===== src/rtl/game_pkg.sv =====
// Shared constants, scene codes and gap packing helpers for the flappy-bird sequencer.
// Latency: n/a (declarations only).
// Backpressure: n/a.
package game_pkg;

    localparam int HEIGHT = 40;
    localparam int WIDTH  = 64;

    typedef enum logic [1:0] {
        SCENE_SPLASH   = 2'd0,
        SCENE_PLAYING  = 2'd1,
        SCENE_GAMEOVER = 2'd2
    } scene_t;

    localparam logic [7:0] KEY_SPACE   = 8'd32;
    localparam logic [7:0] KEY_QUIT    = 8'd120;
    localparam logic [7:0] KEY_RESTART = 8'd114;

    // Field MSBs inside one 24-bit gap word {pos, max_bnd, min_bnd}
    localparam int POS_MSB = 23;
    localparam int MAX_MSB = 15;
    localparam int MIN_MSB = 7;

    // gap1 (20,30,20), gap2 (40,25,15), gap3 (60,35,25); gap1 in the top 24 bits
    localparam logic [71:0] GAPS_INIT = {8'd20, 8'd30, 8'd20,
                                         8'd40, 8'd25, 8'd15,
                                         8'd60, 8'd35, 8'd25};

    localparam logic [7:0] ALT_INIT  = 8'd20;
    localparam logic [7:0] LFSR_SEED = 8'hA5;

    // Extract one 8-bit field of gap idx (0 = gap1) from a packed 72-bit gap bus
    function automatic logic [7:0] gap_field(input logic [71:0] g, input int idx, input int msb);
        return 8'(g >> ((2 - idx) * 24 + msb - 7));
    endfunction

endpackage


===== src/rtl/game_sequencer_lfsr8.sv =====
// 8-bit Fibonacci LFSR (x^8+x^6+x^5+x^4+1) used to randomise respawned gap bounds.
// Latency: advances one step every clock; seeded on reset only.
// Backpressure: none, free-running.
module lfsr8
    import game_pkg::*;
(
    input  logic       clk,
    input  logic       rst,
    output logic [7:0] q
);

    // Shift left, feeding back the parity of the polynomial taps
    always_ff @(posedge clk) begin
        if (rst) begin
            q <= LFSR_SEED;
        end else begin
            q <= {q[6:0], q[7] ^ q[5] ^ q[4] ^ q[3]};
        end
    end

endmodule


===== src/rtl/game_sequencer.sv =====
// Flappy-bird game state: scene FSM, bird physics, gap scrolling/respawn, collision, score.
// Latency: every output is registered; a key sampled on one edge takes effect on that edge.
// Backpressure: none; inp is sampled every clock and outputs are always valid.
module game_sequencer
    import game_pkg::*;
#(
    parameter int HEIGHT      = game_pkg::HEIGHT,
    parameter int TICK_DIV    = 4,
    parameter int FLAP_CYCLES = 5,
    parameter int FLAP_RISE   = 2,
    parameter int GAP_SIZE    = 10,
    parameter int RESPAWN_POS = 60,
    parameter int BIRD_COL    = 2
) (
    input  logic        clk,
    input  logic        rst,
    input  logic [7:0]  inp,
    output logic [1:0]  scene,
    output logic [8:0]  bird,
    output logic [71:0] gaps,
    output logic [7:0]  score
);

    localparam int              TW        = $clog2(TICK_DIV);
    localparam logic [TW-1:0]   TICK_LAST = TW'(TICK_DIV - 1);
    localparam logic [7:0]      ALT_MAX   = 8'(HEIGHT - 1);
    localparam logic [7:0]      RISE8     = 8'(FLAP_RISE);
    localparam logic [7:0]      FLAP_LOAD = 8'(FLAP_CYCLES);
    localparam logic [7:0]      RESPAWN8  = 8'(RESPAWN_POS);
    localparam logic [7:0]      GAP8      = 8'(GAP_SIZE);
    localparam logic [7:0]      COL8      = 8'(BIRD_COL);
    // Pipes are wide: a gap is "at the bird" for the 7 columns ahead of it too
    localparam logic [7:0]      ZONE8     = 8'(BIRD_COL + 6);

    scene_t          scene_q;
    logic [7:0]      alt_q;
    logic            flapping_q;
    logic [7:0]      flap_cnt_q;
    logic            pending_q;
    logic [7:0]      score_q;
    logic [TW-1:0]   tick_cnt_q;
    logic [7:0]      pos_q [3];
    logic [7:0]      max_q [3];
    logic [7:0]      min_q [3];
    logic [7:0]      lfsr_q;

    logic            is_play;
    logic            tick;
    logic            space;
    logic            quit;
    logic            restart;
    logic            flap_now;
    logic            pipe_hit;
    logic            collide;
    logic            pass_col;
    logic [8:0]      alt_sum;
    logic [7:0]      alt_rise;
    logic [7:0]      alt_fall;
    logic [7:0]      flap_cnt_nxt;
    logic [7:0]      resp_min [3];

    lfsr8 u_lfsr (
        .clk (clk),
        .rst (rst),
        .q   (lfsr_q)
    );

    assign is_play  = (scene_q == SCENE_PLAYING);
    assign tick     = is_play && (tick_cnt_q == TICK_LAST);
    assign space    = (inp == KEY_SPACE);
    assign quit     = (inp == KEY_QUIT);
    assign restart  = (scene_q == SCENE_GAMEOVER) && (inp == KEY_RESTART);
    // A space landing on the tick clock is consumed by that tick directly
    assign flap_now = pending_q || space;
    assign collide  = (alt_q == 8'd0) || pipe_hit;

    assign alt_sum      = {1'b0, alt_q} + {1'b0, RISE8};
    assign alt_rise     = (alt_sum > {1'b0, ALT_MAX}) ? ALT_MAX : alt_sum[7:0];
    assign alt_fall     = (alt_q == 8'd0) ? 8'd0 : alt_q - 8'd1;
    assign flap_cnt_nxt = space ? FLAP_LOAD :
                          (flap_cnt_q != 8'd0) ? flap_cnt_q - 8'd1 : 8'd0;

    // Per-gap pipe collision, score column detection and respawn bounds from the LFSR
    always_comb begin
        pipe_hit = 1'b0;
        pass_col = 1'b0;
        for (int i = 0; i < 3; i++) begin
            if ((pos_q[i] <= ZONE8) && ((alt_q <= min_q[i]) || (alt_q >= max_q[i]))) begin
                pipe_hit = 1'b1;
            end
            if (pos_q[i] == COL8) begin
                pass_col = 1'b1;
            end
            resp_min[i] = 8'd4 + {4'd0, 4'(lfsr_q >> i)};
        end
    end

    // Scene FSM plus all game state; reset and restart both reload the init values
    always_ff @(posedge clk) begin
        if (rst || restart) begin
            scene_q    <= SCENE_SPLASH;
            alt_q      <= ALT_INIT;
            flapping_q <= 1'b0;
            flap_cnt_q <= 8'd0;
            pending_q  <= 1'b0;
            score_q    <= 8'd0;
            tick_cnt_q <= '0;
            for (int i = 0; i < 3; i++) begin
                pos_q[i] <= gap_field(GAPS_INIT, i, POS_MSB);
                max_q[i] <= gap_field(GAPS_INIT, i, MAX_MSB);
                min_q[i] <= gap_field(GAPS_INIT, i, MIN_MSB);
            end
        end else begin
            unique case (scene_q)
                SCENE_SPLASH: begin
                    // The starting space only changes scene, it never arms a flap
                    if (space) begin
                        scene_q    <= SCENE_PLAYING;
                        tick_cnt_q <= '0;
                    end
                end
                SCENE_PLAYING: begin
                    if (collide || quit) begin
                        scene_q <= SCENE_GAMEOVER;
                    end
                    flap_cnt_q <= flap_cnt_nxt;
                    flapping_q <= (flap_cnt_nxt != 8'd0);
                    if (tick) begin
                        tick_cnt_q <= '0;
                        pending_q  <= 1'b0;
                        alt_q      <= flap_now ? alt_rise : alt_fall;
                        if (pass_col && (score_q != 8'hFF)) begin
                            score_q <= score_q + 8'd1;
                        end
                        for (int i = 0; i < 3; i++) begin
                            if (pos_q[i] == 8'd0) begin
                                pos_q[i] <= RESPAWN8;
                                min_q[i] <= resp_min[i];
                                max_q[i] <= resp_min[i] + GAP8;
                            end else begin
                                pos_q[i] <= pos_q[i] - 8'd1;
                            end
                        end
                    end else begin
                        tick_cnt_q <= tick_cnt_q + TW'(1);
                        pending_q  <= flap_now;
                    end
                end
                SCENE_GAMEOVER: begin
                    // Everything visible freezes; only the hidden countdown is dropped
                    flap_cnt_q <= 8'd0;
                end
                default: begin
                    scene_q <= SCENE_SPLASH;
                end
            endcase
        end
    end

    assign scene = scene_q;
    assign bird  = {alt_q, flapping_q};
    assign score = score_q;
    assign gaps  = {pos_q[0], max_q[0], min_q[0],
                    pos_q[1], max_q[1], min_q[1],
                    pos_q[2], max_q[2], min_q[2]};

endmodule


===== config.mk =====
export PLATFORM = sky130hd
export DESIGN_NAME = game_sequencer
export DESIGN_NICKNAME = d
export VERILOG_FILES = /design/src/rtl/game_pkg.sv /design/src/rtl/game_sequencer_lfsr8.sv /design/src/rtl/game_sequencer.sv
export SDC_FILE = /design/constraint.sdc
export NUM_CORES = 1
export LEC_CHECK = 0
export ABC_AREA = 1
export CAP_MARGIN = 40
export CORE_MARGIN = 5
export CORE_UTILIZATION = 56
export CTS_BUF_LIST = sky130_fd_sc_hd__clkbuf_8
export CTS_CLUSTER_DIAMETER = 30
export CTS_CLUSTER_SIZE = 8
export DETAILED_ROUTE_END_ITERATION = 8
export PLACE_DENSITY = 0.92
export REMOVE_ABC_BUFFERS = 1
export SLEW_MARGIN = 20
export SYNTH_ARGS = -nofsm -noshare
export SYNTH_HDL_FRONTEND = slang
export SYNTH_SLANG_ARGS = --single-unit
export TNS_END_PERCENT = 1

===== constraint.sdc =====
create_clock -name clk -period 2.96 [get_ports clk]
set_clock_uncertainty 0.15 [all_clocks]
set_input_delay 0.444 -clock clk [delete_from_list [all_inputs] [get_ports clk]]
set_output_delay 0.444 -clock clk [all_outputs]
set_load 0.02 [all_outputs]

# Word level (Yosys, flattened, before mapping)
# Memory sizes are Yosys's and may differ from the RTL's.
# Cells that the tools add are included.
# Widths: inputs -> output; s select.
# classes
reduce_logical,26
add_sub_neg,14
n_bitwise,16
n_lt_le_gt_ge,10
eq_ne,12
n_mux,63
# op_table
operator,n
$mux 8,11
$sub 8x1->8 const B,5
$mux 1,39
$logic_not 8->1,4
$eq 8x2->1 const B,3
$ge 8x8->1,3
$le 8x4->1 const B,3
$le 8x8->1,3
$add 5x4->6 const B,3
$mux 6,3
$eq 8x7->1 const B,2
$pmux 8 s2,1
$reduce_bool 8->1,2
$add 3x4->5 const A,3
$mux 5,3
$or 1x1->1,12
$add 8x2->9 const B,1
$gt 9x6->1 const B,1
$add 8x1->8 const B,1
$eq 8x6->1 const B,1
$mux 2,4
$ne 8x8->1 const B,1
$logic_or 1x1->1,7
$logic_and 1x1->1,6
other kinds (13),19
# totals
ram_bits,57
memories,3
wordCells,152
ff_bits,38
# memory_table
memory,depth,width,rd,rd_clocked_by_memory_dff,write_ports,line,rtl
pos_q,3,8,3,0,3,game_sequencer.sv:42,logic [7:0] pos_q [3];
max_q,3,6,3,0,3,game_sequencer.sv:43,logic [7:0] max_q [3];
min_q,3,5,3,0,3,game_sequencer.sv:44,logic [7:0] min_q [3];

# Logic depth before layout (Yosys ltp)
# An unclocked memory read counts as a cell.
# logic_depth
ltp_word,11
mapped_depth,15
ltp_nobuf,15

# By module
# A second synthesis with hierarchy kept.
# hier_totals
hier_cells,761
hier_area_um2,6105.9
# modules_own_cells
mod,cells_each,n_inst,area_each_um2
game_sequencer,724,1,5830.6
lfsr8,37,1,275.3

# Worst setup path before layout
# OpenSTA, ideal clock, no wires.
# synth_timing
path_type,flip-flop to flip-flop
from,memory pos_q[2][5]
to,memory max_q[0][12] in the netlist's numbering (enable)
slack_ns,0.531
n_path_buf,0
period_less_slack_ns,2.429
t_arrival_ns,1.885
stages_incl_launch_ff,5
required_time_ns,2.416
path_cell_list,edfxtp_1 or2_1 nor2_1 nand3_1 o21ai_0
# synth_rtl
item,line
"start, declared",game_sequencer.sv:42
"end, declared",game_sequencer.sv:43

# Final worst setup path
# layout_timing
from,register alt_q[3]
to,output port bird[4]
# layout_rtl
item,line,rtl
"start, declared",game_sequencer.sv:36,logic [7:0] alt_q;
"start signal, assigned",game_sequencer.sv:131,alt_q <= flap_now ? alt_rise : alt_fall;
"end, declared",game_sequencer.sv:19,"output logic [8:0] bird,"
# No word-level cell between the ends.

==> impl_metrics.py <==
metrics = {
    "status": {
        "result_of_the_run": "finished, final reports clean",
    },
    "finish": {
        "postLayoutCellArea_um2": 7130,
        "multi_input_combinational_cell_area_um2": 3000,
        "drive_above_1_share_pct": 5.48,
        "fillCellCount": 776,
        "sequential_area_um2": 2410,
        "post_layout_nonfiller_instances": 976,
        "diodes": 0,
        "syn2layout_area_growth_pct": 18.9,
        "num-nets-final": 911,
        "utilization_pct": 68.8,
    },
    "yosys": {
        "count_of_flip_flops_with_a_built_in_enable_after_synthesis": 55,
        "synth_cell_types": 44,
        "synth_common_cells": "140 x nand2_1, 123 x inv_1, 86 x nor2_1",
        "post_synth_inst_count": 740,
        "synth.most_common_cell": "nand2_1",
        "synthesis.area_per_instance_um2": 8.11,
        "synthFlopType": "edfxtp_1",
        "synth_compound_area_share_pct": 8.45,
        "post_synth_xor_area_fraction_pct": 3.50,
        "post_synth_instance_area_um2": 6000,
        "main_combinational_cell_family_by_area_after_synthesis": "simple AND/OR/NAND/NOR gates",
        "synth.ff_latch_count": 93,
        "post-synth-top-area-fraction_pct": 27.5,
        "synth_top_cells_by_area": "edfxtp_1 28%, ha_1 14%, dfxtp_1 13%, nand2_1 8.8%, inv_1 7.7%",
        "seq_area_frac_synth_pct": 40.2,
        "synth.mux.area_fraction_pct": 0,
        "synth_fa_ha_area_share_pct": 13.8,
        "synth-simple-area-share_pct": 23.3,
        "ys_warns": 0,
        "postSynth.asyncResetShare_pct": 0,
        "synth_largest_area_cell": "edfxtp_1",
    },
    "worst_setup_path": {
        "critical_path.top_delay_family": "buffers and inverters",
        "worst_r2r_path_depth": 8,
        "timing.critical_path.from_type": "flop",
        "critical-path-max-stage-delay_ps": 720,
        "timing.critical_path.fanout_max": 11,
        "critical_path_required_ps": 2370,
        "end_kind": "output port",
        "r2r-end": "alt_q[3]$_SDFFE_PP0P_",
        "worst_path_max_delay_cell": "clkdlybuf4s50_1",
        "rr_startpoint": "alt_q[1]$_SDFFE_PP0P_",
        "crit_chain": "clkdlybuf4s50_1",
        "critical_path_arrival_ps": 1780,
        "worst-path-buf-inv": 1,
        "rrSetupSlack_ps": 620,
        "worstSetupPathType": "flop to output port",
    },
    "place": {
        "placement.io_buffers": 85,
        "place_area_um2": 6960,
        "place_congestion": 0.988,
        "placed_cells": 960,
        "place_hpwl_mm": 11.2,
    },
    "drt": {
        "route.vias.total": 5226,
        "antenna_left": 0,
        "route.final.wire_length_mm": 14.4,
        "drt_iter0_drc": 340,
        "post-route-drc-count": 0,
        "detail_route.first_pass.iterations": 7,
        "route.detailed.wl_per_inst_um": 14.7,
        "detail_route.vias_per_cell": 5.35,
    },
    "worst_hold_path": {
        "hold_crit_endpoint": "u_lfsr.q[7]$_SDFF_PP1_",
        "hold-path-cell-count": 1,
        "worstHoldStart": "u_lfsr.q[6]$_SDFF_PP0_",
        "worstHoldPathType": "flop to flop",
    },
    "floorplan": {
        "core_area_um2": 10400,
        "floorplan.die_area_um2": 12900,
        "top_level_ports": 101,
        "die_h_um": 113,
        "die_x_um": 113,
        "placement_rows": 37,
        "floorplan.initialDensity_pct": 57.8,
    },
    "cts": {
        "cts.repair_timing.setup_buffer_count": 0,
        "cts_tree": "done",
        "clk_path_buf_depth": 2,
        "clock-root-buffer": "clkbuf_8",
        "worst_setup_hold_path_clk_slew_ps": 100,
        "cts_resized": 0,
        "cts_sinks": 93,
        "max_h_tree_level": 3,
        "cts-hold-fix-buffers": 0,
        "cts-buffers-inserted": 9,
        "clk_latency_ps": 360,
    },
    "timing": {
        "finalMaxSlewViolations": 0,
        "relSlewSlack_pct": 61.0,
        "setup_tns_ps": 0,
        "post-route-period-util_pct": 80.1,
        "rsz0062_at_grt": "no",
        "max_freq_ghz": 0.422,
        "report.final.setup_viol": 0,
        "hold_violations": 0,
        "finalCriticalPeriod_ps": 2370,
        "tightest_slew_ps": 584,
    },
    "flow_run": {
        "drv.max_cap_violation_count": 0,
    },
    "grt": {
        "grt_max_degree": 17,
        "vias_in_the_first_global_route": 4967,
        "gr-total-overflow": 0,
        "antenna_found_initial": 0,
        "gr-usage-all-layers_pct": 22.5,
        "grt_first_pass_wirelength_mm": 23.3,
    },
    "power": {
        "power-per-cell-area_nw_per_um2": 495,
        "power.leakage_uw": 0.00327,
        "peakVddDrop_v": 0.000536,
        "totalPowerFinal_uw": 3530,
    },
}
-- placed cells by master (no fill, tap or decap), types with 14 or more instances in the layout --
master	n
conb_1	15
nor2_1	86
inv_1	124
a21oi_1	48
nand2_1	140
o21ai_0	25
xor2_1	14
clkdlybuf4s50_1	85
ha_1	66
edfxtp_1	55
dfxtp_1	38
nand3_1	48
-- kinds of logic (layout without fill, tap and decap cells) --
kind of cell	Yosys count	after routing
AO/OA/AOI/OAI	91	91
XOR/XNOR	24	24
adder cells (fa/ha/maj)	66	66
buffers and inverters	148	234
flip-flops	93	93
other	1	15
AND/OR/NAND/NOR	317	317
-- worst max-delay path by stage --
stage,from,end,slack (ps),cells past startpoint
5_1_grt,alt_q[1]$_SDFFE_PP0P_,alt_q[5]$_SDFFE_PP0P_,430,9
3_3_place_gp,inp[6],pos_q[1][4]$_SDFFCE_PP0P_,510,7
2_1_floorplan,pos_q[2][5]$_SDFFCE_PN1P_,max_q[0][12]$_SDFFCE_PP1P_,530,4
6_report,alt_q[3]$_SDFFE_PP0P_,bird[4],590,1
3_5_place_dp,inp[4],pos_q[1][6]$_SDFFCE_PN0P_,420,7
4_1_cts,alt_q[3]$_SDFFE_PP0P_,bird[4],600,1
-- where the power goes --
group	internal, uW	switching [uW]
combinational	469	740
sequential	1450	89.6
clock	307	477
-- area by class of cell --
class	instances	area share (%)
multi-input combinational	513	42.0
inverter	126	6.70
clock buffer	9	1.74
timing repair buffer	92	12.7
sequential	93	33.8
tap	136	2.39
clock inverter	7	0.684
-- metal layers --
metal / track usage [%] / vias to the layer above / share of wire [%]
li1: - / 2552 / -
met1: 28.3 / 2396 / 41
met2: 38.0 / 238 / 49
met3: 4.24 / 40 / 7.4
met4: 8.89 / 0 / 2.6
met5: 0 / - / 0
-- flip-flops by register name, summed over array words and instances (netlist names) --
signal,flops
alt_q,8
flap_cnt_q,8
flapping_q,1
max_q,18
min_q,13
pending_q,1
pos_q,24
scene,2
score,8
tick_cnt_q,2
u_lfsr.q,8
-- stage by stage --
stage	setup WS (ps)	hold WS [ps]
after floorplan	531	239
after global placement	507	249
after detailed placement	419	248
after CTS	602	267
after global routing	432	278
final	589	267
(Power assumes the default switching activity.)
